[src/rtl/bcd2bin_seq_if.sv]
// Handshake bundle for the sequential BCD-to-binary converter.
// The master issues start/bcd_in; the slave returns busy/done/bin_out/err.
interface bcd2bin_seq_if #(
    parameter int DIGITS = 4,
    parameter int BIN_W  = 14
) ();

    logic                  start;
    logic [4*DIGITS-1:0]   bcd_in;
    logic                  busy;
    logic                  done;
    logic [BIN_W-1:0]      bin_out;
    logic                  err;

    modport master (
        output start,
        output bcd_in,
        input  busy,
        input  done,
        input  bin_out,
        input  err
    );

    modport slave (
        input  start,
        input  bcd_in,
        output busy,
        output done,
        output bin_out,
        output err
    );

endinterface

[src/rtl/bcd2bin_seq.sv]
// Multi-cycle BCD-to-binary converter using reverse double-dabble: one right
// shift plus per-digit "subtract 3 if >= 8" correction per cycle.
module bcd2bin_seq #(
    parameter int DIGITS = 4,
    parameter int BIN_W  = 14
) (
    input  logic              clk,
    input  logic              reset,
    bcd2bin_seq_if.slave      bus
);

    localparam int BCD_W = 4 * DIGITS;
    localparam int CNT_W = $clog2(BIN_W + 1);

    typedef enum logic [1:0] {
        IDLE   = 2'd0,
        SHIFT  = 2'd1,
        FINISH = 2'd2
    } state_t;

    // Per-digit correction applied after each right shift; digits never borrow.
    function automatic logic [BCD_W-1:0] adjust_digits(input logic [BCD_W-1:0] value);
        logic [BCD_W-1:0] result;
        result = value;
        for (int d = 0; d < DIGITS; d++) begin
            if (value[4*d +: 4] >= 4'd8) begin
                result[4*d +: 4] = value[4*d +: 4] - 4'd3;
            end else begin
                result[4*d +: 4] = value[4*d +: 4];
            end
        end
        return result;
    endfunction

    // True when any nibble holds a non-decimal code (A-F).
    function automatic logic has_invalid_digit(input logic [BCD_W-1:0] value);
        logic found;
        found = 1'b0;
        for (int d = 0; d < DIGITS; d++) begin
            if (value[4*d +: 4] > 4'd9) begin
                found = 1'b1;
            end else begin
                found = found;
            end
        end
        return found;
    endfunction

    state_t             state_r;
    logic [BCD_W-1:0]   bcd_r;
    logic [BIN_W-1:0]   bin_r;
    logic [CNT_W-1:0]   cnt_r;
    logic               err_pending_r;
    logic               done_r;
    logic [BIN_W-1:0]   bin_out_r;
    logic               err_r;

    logic [BCD_W-1:0]   bcd_next_s;
    logic [BIN_W-1:0]   bin_next_s;
    logic               busy_s;

    // One shift/correct step of the datapath, plus busy decode from state.
    always_comb begin
        bcd_next_s = adjust_digits({1'b0, bcd_r[BCD_W-1:1]});
        bin_next_s = {bcd_r[0], bin_r[BIN_W-1:1]};
        busy_s     = (state_r != IDLE) && (state_r != FINISH);
    end

    // Control FSM with registered datapath and result registers.
    always_ff @(posedge clk) begin
        if (reset) begin
            state_r       <= IDLE;
            bcd_r         <= {BCD_W{1'b0}};
            bin_r         <= {BIN_W{1'b0}};
            cnt_r         <= {CNT_W{1'b0}};
            err_pending_r <= 1'b0;
            done_r        <= 1'b0;
            bin_out_r     <= {BIN_W{1'b0}};
            err_r         <= 1'b0;
        end else begin
            done_r <= 1'b0;
            case (state_r)
                // FINISH accepts a new start so conversions can run back-to-back.
                IDLE, FINISH: begin
                    if (bus.start) begin
                        bcd_r         <= bus.bcd_in;
                        bin_r         <= {BIN_W{1'b0}};
                        cnt_r         <= {CNT_W{1'b0}};
                        err_pending_r <= has_invalid_digit(bus.bcd_in);
                        state_r       <= SHIFT;
                    end else begin
                        state_r <= IDLE;
                    end
                end
                // BIN_W shifting cycles, then one closing cycle that publishes the result.
                SHIFT: begin
                    if (cnt_r == CNT_W'(BIN_W)) begin
                        state_r   <= FINISH;
                        done_r    <= 1'b1;
                        bin_out_r <= err_pending_r ? {BIN_W{1'b0}} : bin_r;
                        err_r     <= err_pending_r;
                    end else begin
                        bcd_r   <= bcd_next_s;
                        bin_r   <= bin_next_s;
                        cnt_r   <= cnt_r + {{(CNT_W-1){1'b0}}, 1'b1};
                        state_r <= SHIFT;
                    end
                end
                default: begin
                    state_r <= IDLE;
                end
            endcase
        end
    end

    assign bus.busy    = busy_s;
    assign bus.done    = done_r;
    assign bus.bin_out = bin_out_r;
    assign bus.err     = err_r;

endmodule

[src/flat_wrapper.sv]
// flat-port wrapper written by rule: the top's interface ports become plain ports
module bcd2bin_seq_flat 
#(
    parameter int DIGITS = 4,
    parameter int BIN_W  = 14
)
  (clk, reset, bus_start, bus_bcd_in, bus_busy, bus_done, bus_bin_out, bus_err);
  bcd2bin_seq_if #(.DIGITS(DIGITS), .BIN_W(BIN_W)) bus_i ();
  input  logic clk;
  input  logic reset;
  input wire logic [$bits(bus_i.start)-1:0] bus_start;
  input wire logic [$bits(bus_i.bcd_in)-1:0] bus_bcd_in;
  output wire logic [$bits(bus_i.busy)-1:0] bus_busy;
  output wire logic [$bits(bus_i.done)-1:0] bus_done;
  output wire logic [$bits(bus_i.bin_out)-1:0] bus_bin_out;
  output wire logic [$bits(bus_i.err)-1:0] bus_err;
  assign bus_i.start = bus_start;
  assign bus_i.bcd_in = bus_bcd_in;
  assign bus_busy = bus_i.busy;
  assign bus_done = bus_i.done;
  assign bus_bin_out = bus_i.bin_out;
  assign bus_err = bus_i.err;
  bcd2bin_seq #(.DIGITS(DIGITS), .BIN_W(BIN_W)) u_core (.clk(clk), .reset(reset), .bus(bus_i));
endmodule
[config.mk]
export PLATFORM = sky130hd
export DESIGN_NAME = bcd2bin_seq_flat
export DESIGN_NICKNAME = d
export VERILOG_FILES = /design/src/rtl/bcd2bin_seq_if.sv /design/src/rtl/bcd2bin_seq.sv /design/src/flat_wrapper.sv
export SDC_FILE = /design/constraint.sdc
export NUM_CORES = 1
export LEC_CHECK = 0
export ABC_CLOCK_PERIOD_IN_PS = 1700
export CORE_MARGIN = 4
export CORE_UTILIZATION = 53
export DETAILED_ROUTE_END_ITERATION = 7
export GPL_TIMING_DRIVEN = 0
export HOLD_SLACK_MARGIN = 0.03
export PLACE_DENSITY = 0.77
export SLEW_MARGIN = 15
export SYNTH_ARGS = -nofsm -noshare
export SYNTH_HDL_FRONTEND = slang
export SYNTH_SLANG_ARGS = --single-unit
[constraint.sdc]
create_clock -name clk -period 1.7 [get_ports clk]
set_clock_uncertainty 0.05 [all_clocks]
set_input_delay 0.17 -clock clk [delete_from_list [all_inputs] [get_ports clk]]
set_output_delay 0.17 -clock clk [all_outputs]
set_load 0.03 [all_outputs]
==> results of run 1 <==
-- worst paths after layout --
kind | end | slack, ns | depth (start not counted)
worst max-delay path | u_core.cnt_r[2] | 0.10 | 7
worst min-delay path | u_core.bcd_r[7] | 0.18 | 2
worst max register to register | u_core.cnt_r[2] | 0.10 | 7
worst min register to register | u_core.bus.bin_out[12] | 0.40 | 2
-- Yosys cell counts, types with 2 or more instances --
| master | instances | area, um2 |
|---|---|---|
| sky130_fd_sc_hd__buf_2 | 6 | 30.03 |
| sky130_fd_sc_hd__a311oi_1 | 2 | 17.52 |
| sky130_fd_sc_hd__nand2b_1 | 2 | 12.51 |
| sky130_fd_sc_hd__nor2b_1 | 3 | 18.77 |
| sky130_fd_sc_hd__inv_1 | 7 | 26.28 |
| sky130_fd_sc_hd__xnor2_1 | 6 | 52.55 |
| sky130_fd_sc_hd__clkbuf_1 | 8 | 30.03 |
| sky130_fd_sc_hd__nor2_1 | 12 | 45.04 |
| sky130_fd_sc_hd__o21ai_0 | 8 | 40.04 |
| sky130_fd_sc_hd__a21oi_1 | 43 | 215.2 |
| sky130_fd_sc_hd__buf_4 | 4 | 30.03 |
| sky130_fd_sc_hd__a311oi_2 | 4 | 60.06 |
| sky130_fd_sc_hd__a211o_1 | 3 | 26.28 |
| sky130_fd_sc_hd__o211ai_1 | 9 | 67.56 |
| sky130_fd_sc_hd__buf_6 | 4 | 45.04 |
| sky130_fd_sc_hd__nand3_1 | 16 | 80.08 |
| sky130_fd_sc_hd__ha_1 | 8 | 100.1 |
| sky130_fd_sc_hd__nand2_1 | 59 | 221.5 |
| sky130_fd_sc_hd__dfxtp_1 | 53 | 1061 |
| sky130_fd_sc_hd__or3_1 | 2 | 12.51 |
| sky130_fd_sc_hd__nand3b_1 | 14 | 105.1 |
-- worst max-delay path: cells and delay by family, from the launching register on --
family / cells / cell delay [ns]
buffers and inverters: 2 / 0.26
adders and majority gates: 1 / 0.19
and+or+nand+nor: 2 / 0.20
DFF: 1 / 0.35
AOI/OAI and AO/OA: 2 / 0.46
-- timing repair --
item / 4_1_cts / 5_1_grt
hold buffers: 0 / 0
endpoints found under the setup margin: 3 / 28
hold endpoints to repair: 0 / 0
resized for setup: 0 / 9
setup buffers: 0 / 1
pin swaps: 0 / 2
-- kinds of logic after synthesis --
logic type               count (synthesis)
AND/OR/NAND/NOR                        114
XOR/XNOR                                 6
flip-flops                              53
adder cells (fa/ha/maj)                  8
AO/OA/AOI/OAI                           76
buffers and inverters                   30
-- metal layers --
| layer | vias to the layer above | wire [um] | part of all wire |
|---|---|---|---|
| li1 | 1057 | - | - |
| met1 | 996 | 2546 | 0.47 |
| met2 | 48 | 2562 | 0.48 |
| met3 | 7 | 223 | 0.041 |
| met4 | 0 | 45 | 0.0084 |
| met5 | - | 0 | 0 |
-- power groups by stage --
stage               Sequential, mW  Combinational (mW)  Clock, mW
finish                        1.33               0.414      0.845
detailed placement            1.36               0.404          0
global placement              1.36               0.396          0
global route                  1.34               0.454      0.925
floorplan                     1.35               0.285          0
CTS                           1.33               0.406      0.858
-- final cells by class --
class                           count  area (um2)
Multi-Input combinational cell    204        1205
Clock inverter                      2       38.79
Clock buffer                        6       72.57
Timing Repair Buffer               35       350.3
Fill cell                         371        1414
Tap cell                           52       65.06
Buffer                             22       150.1
Inverter                            7       26.28
Sequential cell                    53        1062
-- flip-flops by register name (all words and copies together), names as in the netlist --
signal,flops
u_core.bcd_r,16
u_core.bin_r,14
u_core.bus.bin_out,14
u_core.bus.done,1
u_core.bus.err,1
u_core.cnt_r,4
u_core.err_pending_r,1
u_core.state_r,2
-- stage by stage --
| step | total power [mW] | TNS (ns) | setup slack (ns) | hold WS [ns] | cells |
|---|---|---|---|---|---|
| CTS | 2.593 | 0 | 0.03629 | 0.1775 | 380 |
| floorplan | 1.633 | 0 | 0.2207 | 0.2808 | 287 |
| finish | 2.589 | 0 | 0.1038 | 0.1764 | 381 |
| global placement | 1.753 | -0.02519 | -0.02519 | 0.3883 | 373 |
| global route | 2.716 | -0.006986 | -0.006986 | 0.2150 | 381 |
| detailed placement | 1.761 | -0.003740 | -0.003740 | 0.3952 | 373 |
==> insert_results.sql, run 1 <==
INSERT INTO impl_metrics (metric_group, metric, value, unit) VALUES
('outcome', 'outcome', 'completed', ''),
('yosys', 'post_synthesis_cells', '287', ''),
('cells_and_area', 'mostFrequentLayoutCell', 'sky130_fd_sc_hd__nand2_1', ''),
('yosys', 'yosys.area_share.simple', '0.2265', ''),
('cts', 'tritoncts.num_buffers', '5', ''),
('cells_and_area', 'layout-drive-gt1-share', '0.09726', ''),
('drt', 'detail-route-antenna-nets', '0', ''),
('cells_and_area', 'final_cell_area', '2970', 'um2'),
('grt', 'antenna_found_initial', '0', ''),
('power_and_ir_drop', 'internal_power_contribution', '1.920', 'mW'),
('timing', 'finalMaxSlewViolations', '0', ''),
('power_and_ir_drop', 'irDropWorstVdd', '0.0004882', 'V'),
('power_and_ir_drop', 'leakagePower', '1.029', 'nW'),
('power_and_ir_drop', 'seqPwrFrac', '0.514', ''),
('yosys', 'ys_seq_area_frac', '0.4376', ''),
('drt', 'avgRoutedWirePerCell', '14.11', 'um'),
('floorplanning', 'num_rows', '24', ''),
('drt', 'detail_route.drc_violations', '0', ''),
('drt', 'finalWirelength', '5377', 'um'),
('floorplanning', 'floorplan.die.width', '75.64', 'um'),
('yosys', 'synth_compound_area_frac', '0.2043', ''),
('grt', 'grt_max_degree', '18', ''),
('placed_design', 'gp_congestion', '0.8491', ''),
('yosys', 'synth-main-ff-cell', 'sky130_fd_sc_hd__dfxtp_1', ''),
('critical_path', 'crit_start', 'u_core.cnt_r[0]', ''),
('placed_design', 'io_buffers', '34', ''),
('power_and_ir_drop', 'powerDensity', '871.7', 'nW/um2'),
('critical_path', 'worst-path-max-fanout', '10', ''),
('critical_path', 'critical_path.slowest_cell', 'sky130_fd_sc_hd__dfxtp_2', ''),
('timing', 'worst_pin_slew', '0.5609', 'ns'),
('critical_path', 'endpoint_kind', 'flop', ''),
('floorplanning', 'core-area', '4384', 'um2'),
('timing', 'min_period', '1.596', 'ns'),
('floorplanning', 'initial_utilization', '0.5531', ''),
('power_and_ir_drop', 'power_frac_comb', '0.160', ''),
('grt', 'track_usage', '0.2013', ''),
('yosys', 'dominant_combinational_cell_family_by_area_after_synthesis', 'simple AND/OR/NAND/NOR gates', ''),
('drt', 'drt_first_iter_violations', '126', ''),
('cts', 'clock_tree_root', 'sky130_fd_sc_hd__clkbuf_8', ''),
('yosys', 'synthesis.nets', '314', ''),
('grt', 'met1_track_usage_gr', '0.2682', ''),
('placed_design', 'detailed_place_hpwl', '3875', 'um'),
('yosys', 'synthAdderAreaFrac', '0.04128', ''),
('cells_and_area', 'utilization', '0.6775', ''),
('yosys', 'synth.distinct_cells', '35', ''),
('floorplanning', 'die_height', '75.64', 'um'),
('grt', 'grt_most_used_layer', 'met2', ''),
('timing', 'worst_slew_margin_rel', '0.6261', ''),
('critical_path', 'cp.required', '1.85', 'ns'),
('drt', 'avgViaCountPerCell', '5.533', ''),
('grt', 'grt_remaining_overflow', '0', ''),
('floorplanning', 'io_pins', '36', ''),
('drt', 'routed-via-count', '2108', ''),
('cts', 'clkLatencyLatePin', '0.30', 'ns'),
('cts', 'clock_tree.buffer_depth', '2', ''),
('worst_hold_path', 'hold_path_class', 'in2reg', ''),
('yosys', 'ys_async_rst_share', '0', ''),
('cts', 'path_clk_slew', '0.09', 'ns'),
('timing', 'layout_worst_path_cycle_share', '0.9389', ''),
('timing', 'fmax', '626.5', 'MHz'),
('critical_path', 'worstPathCellList', 'inv_1, ha_1, nand3_4, a21oi_4, buf_6, nor3b_1, o21a_1', ''),
('floorplanning', 'die_area', '5721', 'um2'),
('yosys', 'ys_ff_latch', '53', ''),
('placed_design', 'placedInstanceArea', '2830', 'um2'),
('cts', 'tritoncts_clock_tree', 'built', ''),
('drt', 'first_pass_iters', '4', ''),
('critical_path', 'critPathArrivalTime', '1.75', 'ns'),
('critical_path', 'max_stage_delay', '0.35', 'ns'),
('grt', 'via_count_of_the_first_global_routing_pass', '1869', ''),
('timing', 'timing.final.setup_violations', '0', ''),
('yosys', 'synthesis.area', '2425', 'um2');
Power figures use the tool's default switching activity.
==> run 2: changes to the inputs <==
- GPL_TIMING_DRIVEN: 0 -> not set
==> insert_results.sql, run 2 (synthesis gave the netlist of run 1 again) <==
INSERT INTO impl_metrics (metric_group, metric, value, unit) VALUES
('timing', 'layout_worst_path_cycle_share', '0.9393', ''),
('cts', 'tritoncts_clock_tree', 'built', ''),
('placed_design', 'placedInstanceArea', '2783', 'um2'),
('floorplanning', 'core-area', '4384', 'um2'),
('timing', 'rsz0062_at_grt', 'false', ''),
('critical_path', 'worst-r2r-setup-slack', '0.10', 'ns'),
('grt', 'grt_max_degree', '42', ''),
('cts', 'clock_tree_root', 'sky130_fd_sc_hd__clkbuf_8', ''),
('critical_path', 'worst-path-buf-inv', '2', ''),
('drt', 'detail_route.drc_violations', '0', ''),
('cells_and_area', 'mostFrequentLayoutCells', '59 x sky130_fd_sc_hd__nand2_1, 52 x sky130_fd_sc_hd__dfxtp_1, 43 x sky130_fd_sc_hd__a21oi_1', ''),
('grt', 'gr-usage-met2', '0.3039', ''),
('critical_path', 'r2r_cells', '7', ''),
('placed_design', 'pre_cts_slack', '-0.05471', 'ns'),
('drt', 'detail-route-antenna-nets', '0', ''),
('cts', 'path_clk_slew', '0.09', 'ns'),
('floorplanning', 'io_pins', '36', ''),
('cts', 'cts_htree_levels', '2', ''),
('flow_run', 'drv_cap', '0', ''),
('timing', 'timing.final.setup_violations', '0', ''),
('cts', 'tritoncts.num_buffers', '5', ''),
('critical_path', 'criticalPathCategory', 'reg2reg', ''),
('grt', 'met1_track_usage_gr', '0.2559', ''),
('power_and_ir_drop', 'powerDensity', '835.0', 'nW/um2'),
('critical_path', 'endpoint_kind', 'flop', ''),
('placed_design', 'gp_congestion', '0.7954', ''),
('drt', 'avgViaCountPerCell', '5.446', ''),
('power_and_ir_drop', 'total_power_consumption', '2.419', 'mW'),
('critical_path', 'reg2reg_to', 'u_core.bcd_r[2]', ''),
('grt', 'grt_first_pass_wirelength', '8245', 'um'),
('outcome', 'outcome', 'completed', ''),
('timing', 'report.final.hold_viol_count', '0', ''),
('worst_hold_path', 'hold_path.startpoint', 'reset', ''),
('power_and_ir_drop', 'leakagePower', '0.9751', 'nW'),
('grt', 'grt_most_used_layer', 'met2', ''),
('drt', 'first_pass_iters', '4', ''),
('cells_and_area', 'mostFrequentLayoutCell', 'sky130_fd_sc_hd__nand2_1', ''),
('cells_and_area', 'largest_register', 'u_core.bcd_r', ''),
('critical_path', 'worstSetupStartpointType', 'flop', ''),
('critical_path', 'critical_path.slowest_cell', 'sky130_fd_sc_hd__dfxtp_2', ''),
('critical_path', 'worstPathCellList', 'inv_1, ha_1, nand3_4, a21oi_4, buf_4, a211o_1, a21oi_1', ''),
('drt', 'avgRoutedWirePerCell', '13.82', 'um'),
('worst_hold_path', 'worstHoldEndpoint', 'u_core.bcd_r[6]', ''),
('grt', 'grt_remaining_overflow', '0', ''),
('critical_path', 'cp.required', '1.83', 'ns'),
('timing', 'worst_pin_slew', '0.4213', 'ns'),
('drt', 'drt_first_iter_violations', '111', ''),
('drt', 'routed-via-count', '2015', ''),
('grt', 'track_usage', '0.1851', ''),
('critical_path', 'worst-path-max-fanout', '10', ''),
('worst_hold_path', 'holdPathStages', '2', ''),
('critical_path', 'crit-reg2reg-launch', 'u_core.cnt_r[0]', ''),
('critical_path', 'max_stage_delay', '0.34', 'ns'),
('worst_hold_path', 'hold_path_class', 'in2reg', ''),
('cells_and_area', 'antenna_cells', '0', ''),
('cts', 'numClockSinks', '53', ''),
('floorplanning', 'floorplan.die.width', '75.64', 'um'),
('timing', 'fmax', '626.2', 'MHz'),
('power_and_ir_drop', 'irDropWorstVdd', '0.0005636', 'V'),
('cells_and_area', 'final_cell_area', '2897', 'um2'),
('placed_design', 'io_buffers', '35', ''),
('floorplanning', 'die_height', '75.64', 'um'),
('timing', 'finalMaxSlewViolations', '0', ''),
('placed_design', 'numPlacedInstances', '361', ''),
('cells_and_area', 'area_growth', '19.45', '%'),
('timing', 'worst_slew_margin_rel', '0.7187', ''),
('cells_and_area', 'instances_no_fill', '370', ''),
('floorplanning', 'die_area', '5721', 'um2'),
('timing', 'min_period', '1.597', 'ns'),
('grt', 'grt.met3_usage', '0.02770', ''),
('drt', 'finalWirelength', '5113', 'um'),
('cts', 'clkLatencyLatePin', '0.30', 'ns'),
('placed_design', 'detailed_place_hpwl', '3406', 'um'),
('cells_and_area', 'num-nets-final', '344', ''),
('cts', 'clock_tree.buffer_depth', '2', ''),
('timing', 'postLayoutSetupSlackWorst', '0.1031', 'ns'),
('floorplanning', 'num_rows', '24', ''),
('floorplanning', 'initial_utilization', '0.5531', ''),
('grt', 'via_count_of_the_first_global_routing_pass', '1818', ''),
('cells_and_area', 'layout-drive-gt1-share', '0.09119', ''),
('timing', 'final.setup.tns', '0', 'ns'),
('cells_and_area', 'largest_reg_flops', '16', ''),
('critical_path', 'critical_path.top_delay_family', 'compound AO/OA/AOI/OAI gates', ''),
('critical_path', 'critPathArrivalTime', '1.73', 'ns'),
('grt', 'antenna_found_initial', '0', '');
run 2: cell type report:
class                   count  area, um2
repair buffers             45      436.7
inverters                   7      26.28
fillers                   383       1488
flip-flops and latches     53       1062
multi-input cells         205       1219
clock inverters             2      15.01
clock buffers               6      72.57
well taps                  52      65.06
run 2: per-layer routing:
layer | wire length, um | vias up | share of wire
li1 | - | 1040 | -
met1 | 2457 | 937 | 0.48
met2 | 2449 | 33 | 0.48
met3 | 167 | 5 | 0.033
met4 | 39 | 0 | 0.0076
met5 | 0 | - | 0
run 2: worst reg2reg max path: cells and delay by family, from the launching register on:
family / cells / cell delay, ns
compound gates: 3 / 0.45
fa+ha+maj: 1 / 0.20
buf+inv: 2 / 0.30
flops: 1 / 0.34
simple gates: 1 / 0.14
run 2: per-stage QoR:
step                hold slack, ns    util
floorplan                   0.2808       -
global placement            0.3890  0.6347
detailed placement          0.3945  0.6347
CTS                         0.1770  0.6567
global route                0.1951  0.6607
finish                      0.1840  0.6607
run 2: worst max path at each step:
stage                      startpoint                endpoint  cells after the start
global route          u_core.cnt_r[1]         u_core.bcd_r[2]                      6
finish                u_core.cnt_r[0]         u_core.bcd_r[2]                      7
global placement            bus_start         u_core.cnt_r[2]                      5
floorplan             u_core.cnt_r[0]  u_core.bus.bin_out[10]                      8
CTS                 u_core.state_r[0]         u_core.bcd_r[6]                      5
detailed placement          bus_start        u_core.bcd_r[11]                      5
run 2: timing repair:
action / 4_1_cts / 5_1_grt
endpoints found under the setup margin: 1 / 32
gates resized for setup: 0 / 4
hold buffers: 0 / 0
buffers inserted: 0 / 0
cloned: 1 / 0
pin swaps: 0 / 1
run 2: power by group:
part           switching (mW)  leakage (nW)  internal [mW]
sequential             0.0490         0.431           1.29
clock                   0.411        0.0374          0.291
combinational           0.205         0.506          0.176
==> run 3: changes to the inputs <==
--- a/constraint.sdc
+++ b/constraint.sdc
@@ -4,2 +4,2 @@
 set_output_delay 0.17 -clock clk [all_outputs]
-set_load 0.03 [all_outputs]
+set_load 0.02 [all_outputs]
==> results of run 3 <==
The final DEF is identical to that of run 2. Status: completed.
Main changes from that run: total power 2.419 mW -> 2.417 mW; worst IR drop on VDD 0.0005636 V -> 0.0005635 V
